### config.mk
export PLATFORM = sky130hd
export DESIGN_NAME = button_conditioner
export DESIGN_NICKNAME = d
export VERILOG_FILES = /design/src/rtl/button_conditioner.sv
export SDC_FILE = /design/constraint.sdc
export NUM_CORES = 1
export LEC_CHECK = 0
export CAP_MARGIN = 10
export CORE_ASPECT_RATIO = 0.7
export CORE_MARGIN = 5
export CORE_UTILIZATION = 50
export CTS_BUF_LIST = sky130_fd_sc_hd__clkbuf_8
export CTS_CLUSTER_DIAMETER = 200
export DETAILED_ROUTE_END_ITERATION = 10
export PLACE_DENSITY = 0.66
export SLEW_MARGIN = 20
export SYNTH_ARGS = -nofsm -noshare
export SYNTH_HDL_FRONTEND = slang
export SYNTH_SLANG_ARGS = --single-unit
### constraint.sdc
create_clock -name clk -period 2.6 [get_ports clk]
set_input_delay 0.52 -clock clk [delete_from_list [all_inputs] [get_ports clk]]
set_output_delay 0.52 -clock clk [all_outputs]
set_load 0.05 [all_outputs]
### src/rtl/button_conditioner.sv
// Push-button conditioner: per-lane 2-FF synchroniser, debounce FSM, stable level,
// one-cycle press/release pulses and optional auto-repeat pulses while held.
`timescale 1ns/1ps
module button_conditioner #(
    parameter int              NBTN           = 3,
    parameter int              DEBOUNCE_TICKS = 4,
    parameter int              HOLD_TICKS     = 16,
    parameter int              REPEAT_TICKS   = 8,
    parameter logic [NBTN-1:0] REPEAT_MASK    = NBTN'(3'b010),
    parameter int              CNT_W          = 16
) (
    input  logic            clk,
    input  logic            reset,
    input  logic [NBTN-1:0] btn_in,
    output logic [NBTN-1:0] btn_level,
    output logic [NBTN-1:0] btn_press,
    output logic [NBTN-1:0] btn_release,
    output logic [NBTN-1:0] btn_repeat
);

    typedef enum logic [2:0] {
        S_RELEASED,
        S_PRESS_CHK,
        S_PRESSED,
        S_REPEATING,
        S_RELEASE_CHK
    } state_t;

    localparam logic [CNT_W-1:0] DEB_LAST  = CNT_W'(DEBOUNCE_TICKS - 1);
    localparam logic [CNT_W-1:0] HOLD_LAST = CNT_W'(HOLD_TICKS - 1);
    localparam logic [CNT_W-1:0] REP_LAST  = CNT_W'(REPEAT_TICKS - 1);
    localparam logic [CNT_W-1:0] CNT_MAX   = '1;
    localparam logic [CNT_W-1:0] CNT_ONE   = CNT_W'(1);

    state_t           state_q [NBTN];
    state_t           state_d [NBTN];
    logic [CNT_W-1:0] cnt_q   [NBTN];
    logic [CNT_W-1:0] cnt_d   [NBTN];

    logic [NBTN-1:0] sync1_q, sync1_d;
    logic [NBTN-1:0] sync2_q, sync2_d;
    logic [NBTN-1:0] level_q, level_d;
    logic [NBTN-1:0] press_q, press_d;
    logic [NBTN-1:0] release_q, release_d;
    logic [NBTN-1:0] repeat_q, repeat_d;

    always_comb begin
        sync1_d = btn_in;
        sync2_d = sync1_q;
    end

    // sync2_q is the synchronised level each lane's FSM acts on.
    always_comb begin
        for (int i = 0; i < NBTN; i++) begin
            state_d[i]   = state_q[i];
            cnt_d[i]     = cnt_q[i];
            level_d[i]   = level_q[i];
            press_d[i]   = 1'b0;
            release_d[i] = 1'b0;
            repeat_d[i]  = 1'b0;
            case (state_q[i])
                S_RELEASED: begin
                    if (sync2_q[i]) begin
                        state_d[i] = S_PRESS_CHK;
                        cnt_d[i]   = '0;
                    end
                end
                S_PRESS_CHK: begin
                    if (!sync2_q[i]) begin
                        state_d[i] = S_RELEASED;
                    end else if (cnt_q[i] == DEB_LAST) begin
                        state_d[i] = S_PRESSED;
                        cnt_d[i]   = '0;
                        level_d[i] = 1'b1;
                        press_d[i] = 1'b1;
                    end else begin
                        cnt_d[i] = cnt_q[i] + CNT_ONE;
                    end
                end
                S_PRESSED: begin
                    if (!sync2_q[i]) begin
                        state_d[i] = S_RELEASE_CHK;
                        cnt_d[i]   = '0;
                    end else if (REPEAT_MASK[i] && (cnt_q[i] == HOLD_LAST)) begin
                        state_d[i]  = S_REPEATING;
                        cnt_d[i]    = '0;
                        repeat_d[i] = 1'b1;
                    end else if (cnt_q[i] != CNT_MAX) begin
                        cnt_d[i] = cnt_q[i] + CNT_ONE;
                    end
                end
                S_REPEATING: begin
                    if (!sync2_q[i]) begin
                        state_d[i] = S_RELEASE_CHK;
                        cnt_d[i]   = '0;
                    end else if (cnt_q[i] == REP_LAST) begin
                        cnt_d[i]    = '0;
                        repeat_d[i] = 1'b1;
                    end else begin
                        cnt_d[i] = cnt_q[i] + CNT_ONE;
                    end
                end
                S_RELEASE_CHK: begin
                    // A bounce back high returns to PRESSED without a new press pulse.
                    if (sync2_q[i]) begin
                        state_d[i] = S_PRESSED;
                        cnt_d[i]   = '0;
                    end else if (cnt_q[i] == DEB_LAST) begin
                        state_d[i]   = S_RELEASED;
                        cnt_d[i]     = '0;
                        level_d[i]   = 1'b0;
                        release_d[i] = 1'b1;
                    end else begin
                        cnt_d[i] = cnt_q[i] + CNT_ONE;
                    end
                end
                default: begin
                    state_d[i] = S_RELEASED;
                    cnt_d[i]   = '0;
                    level_d[i] = 1'b0;
                end
            endcase
        end
    end

    always_ff @(posedge clk or negedge reset) begin
        if (!reset) begin
            sync1_q   <= '0;
            sync2_q   <= '0;
            level_q   <= '0;
            press_q   <= '0;
            release_q <= '0;
            repeat_q  <= '0;
            for (int i = 0; i < NBTN; i++) begin
                state_q[i] <= S_RELEASED;
                cnt_q[i]   <= '0;
            end
        end else begin
            sync1_q   <= sync1_d;
            sync2_q   <= sync2_d;
            level_q   <= level_d;
            press_q   <= press_d;
            release_q <= release_d;
            repeat_q  <= repeat_d;
            for (int i = 0; i < NBTN; i++) begin
                state_q[i] <= state_d[i];
                cnt_q[i]   <= cnt_d[i];
            end
        end
    end

    assign btn_level   = level_q;
    assign btn_press   = press_q;
    assign btn_release = release_q;
    assign btn_repeat  = repeat_q;

endmodule

==> results of run 1 <==
## through the flow
step	cells	hold slack, ns	total power (W)	cell area, sq um	utilization [%]
floorplan	427	0.224	0.00188	3920	-
global placement	532	0.333	0.00205	4160	53.8
detailed placement	532	0.338	0.00207	4160	53.8
CTS	548	0.332	0.00291	4340	56.1
global route	548	0.361	0.00308	4350	56.3
finish	548	0.294	0.00289	4350	56.3
## kinds of logic (layout without fill, tap and decap cells)
family                   count (synthesis)  count (layout)  synth area share, %
AO/OA/AOI/OAI                           88              88                 15.0
XOR/XNOR                                23              23                 5.14
adder cells (fa/ha/maj)                  3               3                0.959
buffers and inverters                   25              45                 2.59
flip-flops                              75              75                 47.9
multiplexers                             2               2                0.543
AND/OR/NAND/NOR                        211             211                 27.9
## worst max-delay path: cells and delay by family (launching register included)
family                     cells  cell delay (ns)
and+or+nand+nor                4             0.90
DFF                            1             0.42
AOI/OAI and AO/OA              1             0.38
adders and majority gates      1             0.28
muxes                          1             0.27
## power by group
group	total [W]	switching (W)	internal, W	leakage, nW
logic	0.000661	0.000418	0.000243	0.770
clock network	0.000824	0.000433	0.000392	0.0925
registers	0.00141	0.000148	0.00126	1.01
total	0.00289	0.000999	0.00189	1.87
## synth_stat cells (all sizes together) (2+ instances only)
| library cell | number | share of area, % |
|---|---|---|
| o21ai | 24 | 3.1 |
| dfrtp | 75 | 48 |
| nor4 | 11 | 2.5 |
| o31ai | 3 | 0.58 |
| a21o | 8 | 1.5 |
| o311ai | 2 | 0.45 |
| a21oi | 17 | 2.3 |
| nor2b | 6 | 0.96 |
| nand4 | 18 | 3.0 |
| buf | 6 | 0.77 |
| a31oi | 4 | 0.64 |
| o22ai | 2 | 0.32 |
| o211ai | 2 | 0.38 |
| or3 | 3 | 0.61 |
| and3 | 10 | 1.6 |
| inv | 10 | 0.96 |
| and2 | 4 | 0.64 |
| a22o | 13 | 2.9 |
| a211oi | 2 | 0.38 |
| a2bb2oi | 3 | 0.67 |
| nor2 | 59 | 5.8 |
| nor3 | 21 | 2.8 |
| o32ai | 2 | 0.45 |
| nand3 | 34 | 4.3 |
| nor3b | 2 | 0.38 |
| xnor2 | 5 | 1.1 |
| and4 | 2 | 0.51 |
| nand2 | 33 | 3.2 |
| xor2 | 18 | 4.0 |
| ha | 3 | 0.96 |
| clkbuf | 9 | 0.86 |
| or2 | 3 | 0.48 |
## per-layer routing
metal / share of wire, % / up-vias / track usage (%)
met5: 0 / - / 0
met4: 1.4 / 0 / 6.01
met3: 5.4 / 15 / 5.00
met2: 41 / 76 / 23.9
met1: 52 / 1525 / 29.2
li1: - / 1583 / -
## state kept, by name (all words and copies together) (netlist names)
register     flops
btn_repeat       3
btn_release      3
btn_level        3
sync2_q          3
cnt_q           48
state_q          9
btn_press        3
sync1_q          3
## final timing paths
check                           slack (ns)  cells past startpoint             startpoint                      to
worst max-delay path                  0.23                      7  cnt_q[16]$_DFFE_PN0P_   cnt_q[16]$_DFFE_PN0P_
worst min-delay path                  0.29                      1                  reset   cnt_q[39]$_DFFE_PN0P_
worst max register to register        0.23                      7  cnt_q[16]$_DFFE_PN0P_   cnt_q[16]$_DFFE_PN0P_
worst min register to register        0.36                      0   sync1_q[2]$_DFF_PN0_    sync2_q[2]$_DFF_PN0_
max in group asynchronous             1.71                      1                  reset  btn_press[2]$_DFF_PN0_
min in group clk                      0.36                      0   sync1_q[2]$_DFF_PN0_    sync2_q[2]$_DFF_PN0_
## layout make-up
| class | count | area, sq um | share of cell area, % |
|---|---|---|---|
| repair buffers | 19 | 180 | 4.14 |
| well taps | 101 | 126 | 2.90 |
| flip-flops and latches | 75 | 1880 | 43.1 |
| clock buffers | 11 | 151 | 3.48 |
| inverters | 10 | 37.5 | 0.863 |
| multi-input cells | 327 | 1950 | 44.8 |
| clock inverters | 5 | 28.8 | 0.661 |
==> impl_metrics.env, run 1 <==
export IMPL_outcome="complete, no violations"
export IMPL_end_kind="register"
export IMPL_ys_warn_count=0
export IMPL_die_area_sq_um=9730
export IMPL_cts_root_buf="clkbuf_8"
export IMPL_yosysSeqAreaShare_pct=47.9
export IMPL_clkSlewWorstSetupHoldPaths_ns=0.08
export IMPL_fp_row_count=27
export IMPL_synth_edf_count=0
export IMPL_postSynthCellCount=427
export IMPL_worstPathCellList="ha_1, and3_1, a41oi_1, nand4_2, nand2_1, nor2b_1, mux2_2"
export IMPL_post_cts_buffers=0
export IMPL_crit_slowest_cell="dfrtp_1"
export IMPL_cp_arrival_ns=2.61
export IMPL_critPathKind="reg -> reg"
export IMPL_boundaryPins=17
export IMPL_drtIter0Drc=271
export IMPL_synth_nets=435
export IMPL_final_min_clock_period_ns=2.37
export IMPL_tns_ns=0
export IMPL_grt_antenna_before_repair=0
export IMPL_fillers=700
export IMPL_cts_resized=0
export IMPL_overflow=0
export IMPL_worst_setup_path_start_kind="register"
export IMPL_rsz0062_at_grt="false"
export IMPL_yosys_most_used_dff="dfrtp_1"
export IMPL_ctsHoldBuffers=0
export IMPL_drive_gt1_share_pct=7.83
export IMPL_wl_per_cell_microns=15.5
export IMPL_hp_class="in -> async"
export IMPL_slew_viol_final=0
export IMPL_critical_path_max_fanout=10
export IMPL_cts_buffers=9
export IMPL_synth_area_sq_um=3920
export IMPL_htree_levels=3
export IMPL_ant_nets=0
export IMPL_gp_congestion=0.845
export IMPL_diodes=0
export IMPL_die_x_microns=116
export IMPL_setup_violations=0
export IMPL_cts_path_max_buffers=2
export IMPL_cts_tree="done"
export IMPL_fmax_ghz=0.422
export IMPL_cap_violations=0
export IMPL_clk_insertion_delay_late_ns=0.36
export IMPL_post_place_ws_ns=0.241
export IMPL_via_per_inst=5.84
export IMPL_grt_max_degree=76
export IMPL_setup_slack_ns=0.231
export IMPL_min_period_over_period_pct=91.1
export IMPL_hold_viol=0
export IMPL_drcViolationCount=0
export IMPL_coreArea_sq_um=7740
export IMPL_ys_async_sr_fraction_pct=100
export IMPL_cts_sinks=75
export IMPL_synthToLayoutAreaGrowth_pct=11.1
export IMPL_final_nets=450
export IMPL_synth_seq_cells=75
export IMPL_grt_usage_pct=18.5
export IMPL_hpwl_mm=5.88
export IMPL_die_h_microns=84.0
export IMPL_via_count=3199
export IMPL_drt_total_wl_mm=8.50
export IMPL_drtPass1Iterations=5
export IMPL_yosysUniqueCellTypes=56
export IMPL_portBuffers=16
export IMPL_p_leak_nw=1.87
export IMPL_syn_area_per_cell_sq_um=9.17
export IMPL_cp_required_ns=2.84
export IMPL_slowest_delay_ns=0.42
export IMPL_grt_pass1_wl_mm=14.5
export IMPL_worst_clock_skew_ns=0.00816
export IMPL_layout_common_cells="dfrtp_1 (75), nor2_1 (57), nand3_1 (34), nand2_1 (33)"
export IMPL_ir_drop_mv=0.391
export IMPL_p_per_area_nw_per_um2=665
export IMPL_start_util_pct=50.6
export IMPL_final_common_cell="dfrtp_1"
export IMPL_worst_slew_pin_slew_ns=0.918
export IMPL_grt_pass1_vias=2939
export IMPL_slew_limit_headroom_pct=38.8
No activity file was read; power rests on OpenSTA's default activity.
==> run 2, diff against run 1 <==
Settings changed: HOLD_SLACK_MARGIN set to 0.06.
==> results of run 2 <==
Final layout, timing and power as in run 1 (identical DEF).
